File: src/rtl/touch_brush_painter_if.sv
// Touch-sample input and VRAM write-port bundle for the brush painter.
// The slave side is the painter; the master side is its environment.
interface touch_brush_painter_if #(
  parameter int unsigned VRAM_W = 8,
  parameter int unsigned ADDR_W = 15
);
  logic              touch_valid;
  logic [8:0]        touch_x;
  logic [8:0]        touch_y;
  logic [VRAM_W-1:0] draw_color;
  logic              clear_req;
  logic              vram_wr_ena;
  logic [ADDR_W-1:0] vram_wr_addr;
  logic [VRAM_W-1:0] vram_wr_data;
  logic              busy;
  logic              clearing;

  modport master (
    output touch_valid, touch_x, touch_y, draw_color, clear_req,
    input  vram_wr_ena, vram_wr_addr, vram_wr_data, busy, clearing
  );

  modport slave (
    input  touch_valid, touch_x, touch_y, draw_color, clear_req,
    output vram_wr_ena, vram_wr_addr, vram_wr_data, busy, clearing
  );
endinterface

File: src/rtl/touch_brush_painter.sv
// Converts touch samples to frame-buffer stamps of a square brush and owns
// the full-buffer clear; sole driver of the VRAM write port.
module touch_brush_painter #(
  parameter int unsigned       DISPLAY_WIDTH  = 240,
  parameter int unsigned       DISPLAY_HEIGHT = 320,
  parameter int unsigned       VRAM_W         = 8,
  parameter int unsigned       BRUSH_R        = 1,
  parameter logic [VRAM_W-1:0] CLEAR_COLOR    = 8'hFF
) (
  input logic                  clk,
  input logic                  rst,
  touch_brush_painter_if.slave bus
);
  localparam int unsigned BUF_W  = DISPLAY_WIDTH / 2;
  localparam int unsigned BUF_H  = DISPLAY_HEIGHT / 2;
  localparam int unsigned VRAM_L = BUF_W * BUF_H;
  localparam int unsigned ADDR_W = $clog2(VRAM_L);
  localparam int unsigned BX_W   = $clog2(BUF_W);
  localparam int unsigned BY_W   = $clog2(BUF_H);
  localparam int unsigned CX_W   = BX_W + 1;
  localparam int unsigned CY_W   = BY_W + 1;
  localparam int unsigned OFF_W  = $clog2(BRUSH_R + 1) + 1;

  localparam logic signed [OFF_W-1:0] OFF_MAX = OFF_W'(BRUSH_R);
  localparam logic signed [OFF_W-1:0] OFF_MIN = -OFF_MAX;
  localparam logic signed [OFF_W-1:0] OFF_ONE = OFF_W'(1);
  localparam logic signed [CX_W-1:0]  CX_LIM  = CX_W'(BUF_W);
  localparam logic signed [CY_W-1:0]  CY_LIM  = CY_W'(BUF_H);
  localparam logic [ADDR_W-1:0]       CLR_END = ADDR_W'(VRAM_L - 1);

  typedef enum logic [1:0] {S_CLEAR, S_IDLE, S_PAINT} state_t;

  state_t                   state;
  logic [ADDR_W-1:0]        clr_cnt;
  logic [BX_W-1:0]          bx;
  logic [BY_W-1:0]          by;
  logic [VRAM_W-1:0]        color;
  logic signed [OFF_W-1:0]  off_x;
  logic signed [OFF_W-1:0]  off_y;
  logic [BX_W-1:0]          last_bx;
  logic [BY_W-1:0]          last_by;
  logic [VRAM_W-1:0]        last_color;
  logic                     last_valid;

  logic [BX_W-1:0]          t_bx;
  logic [BY_W-1:0]          t_by;
  logic                     t_ok;
  logic                     t_dup;
  logic signed [CX_W-1:0]   cx;
  logic signed [CY_W-1:0]   cy;
  logic                     in_buf;
  logic [ADDR_W-1:0]        stamp_addr;

  // Incoming sample mapped to buffer coordinates and filtered
  always_comb begin
    t_bx  = BX_W'(bus.touch_x >> 1);
    t_by  = BY_W'(bus.touch_y >> 1);
    t_ok  = bus.touch_valid
            && (bus.touch_x < 9'(DISPLAY_WIDTH))
            && (bus.touch_y < 9'(DISPLAY_HEIGHT));
    t_dup = last_valid && (t_bx == last_bx) && (t_by == last_by)
            && (bus.draw_color == last_color);
  end

  // Current brush cell; one extra sign bit keeps edge offsets from wrapping
  always_comb begin
    cx = $signed({1'b0, bx}) + $signed({{(CX_W-OFF_W){off_x[OFF_W-1]}}, off_x});
    cy = $signed({1'b0, by}) + $signed({{(CY_W-OFF_W){off_y[OFF_W-1]}}, off_y});
    in_buf = !cx[CX_W-1] && !cy[CY_W-1] && (cx < CX_LIM) && (cy < CY_LIM);
    stamp_addr = ADDR_W'(cy[BY_W-1:0]) + ADDR_W'(cx[BX_W-1:0]) * ADDR_W'(BUF_H);
  end

  always_ff @(posedge clk or negedge rst) begin
    if (!rst) begin
      state            <= S_CLEAR;
      clr_cnt          <= '0;
      bx               <= '0;
      by               <= '0;
      color            <= '0;
      off_x            <= '0;
      off_y            <= '0;
      last_bx          <= '0;
      last_by          <= '0;
      last_color       <= '0;
      last_valid       <= 1'b0;
      bus.vram_wr_ena  <= 1'b0;
      bus.vram_wr_addr <= '0;
      bus.vram_wr_data <= '0;
      bus.busy         <= 1'b1;
      bus.clearing     <= 1'b1;
    end else begin
      bus.vram_wr_ena <= 1'b0;
      if (bus.clear_req) begin
        // Clear wins everywhere; an interrupted stamp is simply forgotten
        state            <= S_CLEAR;
        clr_cnt          <= '0;
        bus.vram_wr_addr <= '0;
        bus.vram_wr_data <= '0;
        bus.busy         <= 1'b1;
        bus.clearing     <= 1'b1;
      end else begin
        case (state)
          S_CLEAR: begin
            bus.vram_wr_ena  <= 1'b1;
            bus.vram_wr_addr <= clr_cnt;
            bus.vram_wr_data <= CLEAR_COLOR;
            if (clr_cnt == CLR_END) begin
              state        <= S_IDLE;
              last_valid   <= 1'b0;
              bus.busy     <= 1'b0;
              bus.clearing <= 1'b0;
            end else begin
              clr_cnt <= clr_cnt + ADDR_W'(1);
            end
          end
          S_IDLE: begin
            if (t_ok && !t_dup) begin
              bx       <= t_bx;
              by       <= t_by;
              color    <= bus.draw_color;
              off_x    <= OFF_MIN;
              off_y    <= OFF_MIN;
              state    <= S_PAINT;
              bus.busy <= 1'b1;
            end
          end
          S_PAINT: begin
            bus.vram_wr_ena  <= in_buf;
            bus.vram_wr_addr <= stamp_addr;
            bus.vram_wr_data <= color;
            if (off_y == OFF_MAX) begin
              off_y <= OFF_MIN;
              if (off_x == OFF_MAX) begin
                state      <= S_IDLE;
                bus.busy   <= 1'b0;
                last_bx    <= bx;
                last_by    <= by;
                last_color <= color;
                last_valid <= 1'b1;
              end else begin
                off_x <= off_x + OFF_ONE;
              end
            end else begin
              off_y <= off_y + OFF_ONE;
            end
          end
          default: begin
            state        <= S_IDLE;
            bus.busy     <= 1'b0;
            bus.clearing <= 1'b0;
          end
        endcase
      end
    end
  end
endmodule

File: src/flat_wrapper.sv
// flat-port wrapper written by rule: the top's interface ports become plain ports
module touch_brush_painter_flat 
#(
  parameter int unsigned       DISPLAY_WIDTH  = 240,
  parameter int unsigned       DISPLAY_HEIGHT = 320,
  parameter int unsigned       VRAM_W         = 8,
  parameter int unsigned       BRUSH_R        = 1,
  parameter logic [VRAM_W-1:0] CLEAR_COLOR    = 8'hFF
)
  (clk, rst, bus_touch_valid, bus_touch_x, bus_touch_y, bus_draw_color, bus_clear_req, bus_vram_wr_ena, bus_vram_wr_addr, bus_vram_wr_data, bus_busy, bus_clearing);
  touch_brush_painter_if #(.VRAM_W(VRAM_W)) bus_i ();
  input logic clk;
  input logic rst;
  input wire logic [$bits(bus_i.touch_valid)-1:0] bus_touch_valid;
  input wire logic [$bits(bus_i.touch_x)-1:0] bus_touch_x;
  input wire logic [$bits(bus_i.touch_y)-1:0] bus_touch_y;
  input wire logic [$bits(bus_i.draw_color)-1:0] bus_draw_color;
  input wire logic [$bits(bus_i.clear_req)-1:0] bus_clear_req;
  output wire logic [$bits(bus_i.vram_wr_ena)-1:0] bus_vram_wr_ena;
  output wire logic [$bits(bus_i.vram_wr_addr)-1:0] bus_vram_wr_addr;
  output wire logic [$bits(bus_i.vram_wr_data)-1:0] bus_vram_wr_data;
  output wire logic [$bits(bus_i.busy)-1:0] bus_busy;
  output wire logic [$bits(bus_i.clearing)-1:0] bus_clearing;
  assign bus_i.touch_valid = bus_touch_valid;
  assign bus_i.touch_x = bus_touch_x;
  assign bus_i.touch_y = bus_touch_y;
  assign bus_i.draw_color = bus_draw_color;
  assign bus_i.clear_req = bus_clear_req;
  assign bus_vram_wr_ena = bus_i.vram_wr_ena;
  assign bus_vram_wr_addr = bus_i.vram_wr_addr;
  assign bus_vram_wr_data = bus_i.vram_wr_data;
  assign bus_busy = bus_i.busy;
  assign bus_clearing = bus_i.clearing;
  touch_brush_painter #(.DISPLAY_WIDTH(DISPLAY_WIDTH), .DISPLAY_HEIGHT(DISPLAY_HEIGHT), .VRAM_W(VRAM_W), .BRUSH_R(BRUSH_R), .CLEAR_COLOR(CLEAR_COLOR)) u_core (.clk(clk), .rst(rst), .bus(bus_i));
endmodule
File: config.mk
export PLATFORM = sky130hd
export DESIGN_NAME = touch_brush_painter_flat
export DESIGN_NICKNAME = d
export VERILOG_FILES = /design/src/rtl/touch_brush_painter_if.sv /design/src/rtl/touch_brush_painter.sv /design/src/flat_wrapper.sv
export SDC_FILE = /design/constraint.sdc
export NUM_CORES = 1
export LEC_CHECK = 0
export BUFFER_PORTS_ARGS = -buffer_cell sky130_fd_sc_hd__buf_2
export CORE_UTILIZATION = 30
export CTS_CLUSTER_DIAMETER = 200
export DETAILED_ROUTE_END_ITERATION = 10
export PLACE_DENSITY = 0.56
export SYNTH_ARGS = -nofsm -noshare
export SYNTH_HDL_FRONTEND = slang
export SYNTH_SLANG_ARGS = --single-unit
File: constraint.sdc
create_clock -name clk -period 4.3 [get_ports clk]
set_input_delay 1.29 -clock clk [delete_from_list [all_inputs] [get_ports clk]]
set_output_delay 1.29 -clock clk [all_outputs]
set_load 0.02 [all_outputs]
* Word level (Yosys, flattened, before mapping)
Cells that the tools add are included.
** Storage, ports and cells
- Input bits :: 30
- Logic and storage cells :: 105
- Bits in latches :: 0
- Bits in read-only memories :: 0
- Bits in writable memories :: 0
- Register bits :: 94
- Memories kept :: 0
** Cells by class
- Reduce and logical (&&, ||, !) cells :: 26
- Bitwise logic cells :: 1
- $mul :: 1
- Shifts and indexed selects :: 0
- Div/mod/pow operators :: 0
- Mux-type cells :: 32
- Eq/ne operators :: 19
- $lt $le $gt $ge :: 4
- Add/sub/neg operators :: 6
** Operators with widths (count)
- 15-bit two-way mux :: 4
- 15-bit one-hot mux with 2 select lines :: 1
- 9-bit < comparator, second input constant :: 2
- 2-bit two-way mux :: 9
- 8-bit equality test :: 2
- 8-bit one-hot mux with 2 select lines :: 1
- 15-bit by 1-bit adder with 15-bit output, second input constant :: 1
- 8-bit by 15-bit adder with 15-bit output :: 1
- 15-bit equality test, second input constant :: 1
- 3-bit by 2-bit != test with 1-bit output, second input constant :: 4
- 7-bit by 3-bit multiplier with 10-bit output, second input constant :: 1
- 2-bit by 1-bit != test with 1-bit output, second input constant :: 5
- 5-bit AND reduction :: 2
- 9-bit by 2-bit adder with 9-bit output :: 1
- 1-bit logical AND :: 9
- 9-bit by 8-bit < comparator with 1-bit output, second input constant :: 1
- 1-bit two-way mux :: 9
- 8-bit by 2-bit adder with 8-bit output :: 1
- 8-bit < comparator, second input constant :: 1
- 8-bit two-way mux :: 1
- 2-bit one-hot mux with 2 select lines :: 2
- 4-bit AND reduction :: 2
- 7-bit equality test :: 1
- 2-bit equality test, second input constant :: 3
- other kinds (14) :: 24

* Logic depth before layout (Yosys ltp)
- Depth in word-level cells :: 9
- Mapped depth :: 14

* Least setup slack after synthesis
No wires, ideal clock.
- Kind :: flip-flop to flip-flop
- Start :: register u_core.off_x[0]
- End :: register u_core.bus.vram_wr_addr[13]
- Buffers on the path :: 0
- Path slack :: 0.973 ns
- Stages on the path, launching flop included :: 14
- Arrival time :: 3.249 ns
- Setup time :: 0.077 ns
- Required time :: 4.223 ns
- Cells stage by stage :: dfrtp_1 -> ha_1 -> fa_1 -> a211oi_2 -> nor2_1 -> xor2_1 -> ha_1 -> inv_1 -> fa_1 -> xnor2_1 -> nor3b_1 -> nand4b_1 -> xor2_1 -> a21oi_1
** On the way
- Longest elaborated chain between the ends :: 5
** Ends and longest elaborated chain
- start, declared :: line touch_brush_painter.sv:38 : logic signed [OFF_W-1:0] off_x;
- start signal, assigned :: line touch_brush_painter.sv:141 : off_x <= off_x + OFF_ONE;
- 8-bit by 2-bit adder with 8-bit output :: line touch_brush_painter.sv:67 : cx = $signed({1'b0, bx}) + $signed({{(CX_W-OFF_W){off_x[OFF_W-1]}}, off_x});
- 7-bit by 3-bit multiplier with 10-bit output :: line touch_brush_painter.sv:70 : stamp_addr = ADDR_W'(cy[BY_W-1:0]) + ADDR_W'(cx[BX_W-1:0]) * ADDR_W'(BUF_H);
- 8-bit by 15-bit adder with 15-bit output :: line touch_brush_painter.sv:70
- 15-bit one-hot mux with 2 select lines :: line touch_brush_painter.sv:102 : case (state)
- 15-bit two-way mux :: line touch_brush_painter.sv:93 : if (bus.clear_req) begin
- end signal, assigned :: line touch_brush_painter.sv:105 : bus.vram_wr_addr <= clr_cnt;
- end signal, assigned :: line touch_brush_painter.sv:129 : bus.vram_wr_addr <= stamp_addr;
- end, declared :: line touch_brush_painter_if.sv:25 : output vram_wr_ena, vram_wr_addr, vram_wr_data, busy, clearing
No other way between the ends.
A chain may end at the register's enable or synchronous reset.

* Final worst setup path
Ends and elaborated chain as after synthesis.

==> results.yml <==
timing:
  final-setup-viol-count: 0
  max_freq_mhz: 273
  drv_slew: 0
  max_slew_margin: 0.225
  min_period_ps: 3670
  rsz0062_at_grt: "false"
  hold_viol_final: 0
  tns_ps: 0
  hold_ws_ps: 493
  skew_ps: 6.56
  period_share: 0.853
  setup_ws_ps: 632
  worstMarginPinSlew_ps: 1160
power:
  p_seq_frac: 0.203
  p_int_uw: 3180
  pwr-share-comb: 0.665
  ir_drop_mv: 0.721
  swShare: 0.449
  p_sw_uw: 2600
  power_density_nw_per_um2: 925
  clockPowerShare: 0.132
  p_leak_uw: 0.00284
synth:
  ys_types: 56
  ys.flop_type: "dfrtp_1"
  ys_warn_count: 0
  synth_area_sq_um: 5460
  ys_ff_latch: 94
  synth_edf_count: 0
  synth.net_count: 575
  avgSynthCellArea_sq_um: 10.7
  ys_seq_area_frac: 0.431
  postSynthCellCount: 508
  ys_async_sr_fraction: 1.00
worst_setup_path:
  startpoint_type: "flop"
  cp_data_required_time_ps: 4570
  critPathMaxFanout: 5
  regToRegSetupSlack_ps: 630
  end_kind: "flop"
  reg2regPathDepth: 13
  path_class: "flop to flop"
  crit_arrival_ps: 3940
clocking:
  clock_latency_ps: 340
  post-cts-setup-buffer-count: 0
  clockBufferDepth: 2
  cts_resized: 0
  clk_pin_slew_worst_paths_ps: 70
  htreeDepth: 3
  numCtsBuffers: 9
  cts_sinks: 94
  cts_root_buffer: "clkbuf_16"
  cts_hold_buf: 0
  cts_tree: "done"
final_layout:
  final_layout_size_suffix_gt1_frac: 0.230
  nets: 626
  area_growth_pct: 14.4
  final_cells: 789
  diodes: 0
routing:
  drc: 0
  vias_per_cell: 5.05
  vias: 3982
  dr.pass1.iters: 4
  drt_iter0_markers: 300
  wl_um: 12400
  ant_nets: 0
  avgRoutedWirePerCell_um: 15.8
global_routing:
  antenna_found_initial: 1
  grt_overflow: 0
  grt_pass1_vias: 3935
  grt_max_degree: 54
  grt_first_pass_wirelength_um: 20500
  track_usage: 0.142
floorplanning:
  start_util: 0.311
  num_io_pins: 56
  die_y_um: 137
  die_area_sq_um: 18700
  rows: 48
  core_area_sq_um: 17500
  die_w_um: 137
hold_path:
  hold_path.class: "flop to flop"
  hold_path_depth: 2
placement:
  port_buffers: 53
  dp.cells: 773
  routabilityCongestion: 0.769
  dp_hpwl_um: 9400
  dpl_worst_slack_ps: 621
run:
  maxCapViolCount: 0
run_status:
  status: "completed"
==> cells by family (layout without fill, tap and decap cells) <==
| group | Yosys count | count (layout) | synth area share |
|---|---|---|---|
| DFF | 94 | 94 | 0.431 |
| muxes | 58 | 58 | 0.117 |
| xor gates and xnor gates | 58 | 58 | 0.0931 |
| AOI/OAI and AO/OA | 90 | 90 | 0.109 |
| and+or+nand+nor | 136 | 136 | 0.132 |
| adders and majority gates | 37 | 37 | 0.0903 |
| buffers and inverters | 35 | 91 | 0.0280 |
==> area by class of cell <==
| class | instances | area [sq um] |
|---|---|---|
| tap | 225 | 282 |
| clock inverter | 5 | 31.3 |
| clock buffer | 11 | 253 |
| sequential | 94 | 2350 |
| timing repair buffer | 59 | 313 |
| multi-input combinational | 379 | 2950 |
| fill | 1765 | 11300 |
| inverter | 16 | 60.1 |
==> power by group through the flow <==
| stage | clock [uW] | sequential, uW | combinational [uW] |
|---|---|---|---|
| 3_5_place_dp | 0 | 1190 | 3850 |
| 5_1_grt | 817 | 1200 | 4320 |
| 3_3_place_gp | 0 | 1180 | 3740 |
| 2_1_floorplan | 0 | 1170 | 3000 |
| 6_report | 762 | 1170 | 3840 |
| 4_1_cts | 781 | 1170 | 3880 |
==> cell usage in the layout (no fill, tap or decap), drive strengths merged, types with 6 or more instances in the layout <==
master	netlist	final
o22ai	8	8
o21ai	17	17
nor2	47	47
ha	33	33
a211oi	18	18
mux2i	11	11
mux2	47	47
nand4	11	11
nand3	13	13
a21o	6	6
nor2b	10	10
nand2	16	16
buf	7	59
xnor2	41	41
a21oi	19	19
xor2	17	17
inv	15	16
dfrtp	92	92
clkbuf	12	11
==> state kept, by name, indices dropped and copies added (netlist names), 2 cells and up <==
| register | count |
|---|---|
| u_core.color | 8 |
| u_core.bx | 7 |
| u_core.off_y | 2 |
| u_core.bus.vram_wr_data | 8 |
| u_core.off_x | 2 |
| u_core.by | 8 |
| u_core.last_by | 8 |
| u_core.bus.vram_wr_addr | 15 |
| u_core.last_color | 8 |
| u_core.state | 2 |
| u_core.last_bx | 7 |
| u_core.clr_cnt | 15 |
==> critical path, cell delays in order, from the launching register on <==
cell      delay [ps]
dfrtp_1          430
ha_1             260
fa_1             420
a211oi_2         270
nor2_1            90
xor2_1           190
ha_1             330
inv_1             70
fa_1             450
xnor2_1          260
nor3b_1          350
nand4b_1         160
xor2_1           170
a21oi_1          150
==> path summary, 6_finish.rpt <==
path / startpoint / end
max in group asynchronous: rst / u_core.bus.clearing
setup / recovery: u_core.off_x[0] / u_core.bus.vram_wr_addr[13]
setup reg to reg: u_core.off_x[0] / u_core.bus.vram_wr_addr[13]
min in group asynchronous: rst / u_core.color[5]
hold reg to reg: u_core.bus.clearing / u_core.bus.clearing
hold / removal: u_core.bus.clearing / u_core.bus.clearing
==> through the flow <==
stage           util  area (sq um)  total power, uW
6_report       0.356          6240             5780
5_1_grt        0.356          6240             6340
4_1_cts        0.356          6240             5830
3_5_place_dp   0.340          5960             5040
3_3_place_gp   0.340          5960             4920
2_1_floorplan      -          5460             4170
==> routing by layer <==
metal / wire (um) / global-route usage / part of all wire / vias up
met2: 5630 / 0.217 / 0.45 / 80
met1: 5970 / 0.197 / 0.48 / 1962
met3: 672 / 0.0344 / 0.054 / 15
met4: 159 / 0.0470 / 0.013 / 2
li1: - / - / - / 1923
met5: 10 / 0 / 0.00080 / -
==> cells in the mapped netlist (5+ instances only) <==
master | instances | area, sq um
dfrtp_1 | 92 | 2300
nor2_1 | 47 | 176
mux2_2 | 46 | 518
xnor2_1 | 41 | 359
ha_1 | 33 | 413
a21oi_1 | 19 | 95.1
o21ai_0 | 17 | 85.1
xor2_1 | 17 | 149
a211oi_1 | 16 | 120
nand2_1 | 16 | 60.1
inv_1 | 15 | 56.3
nand3_1 | 13 | 65.1
clkbuf_1 | 12 | 45.0
mux2i_1 | 11 | 110
nand4_1 | 10 | 62.6
nor2b_1 | 10 | 62.6
o22ai_1 | 8 | 50.1
a21o_1 | 5 | 37.5
and3_1 | 5 | 31.3
buf_2 | 5 | 25.0
Power figures use the tool's default switching activity.
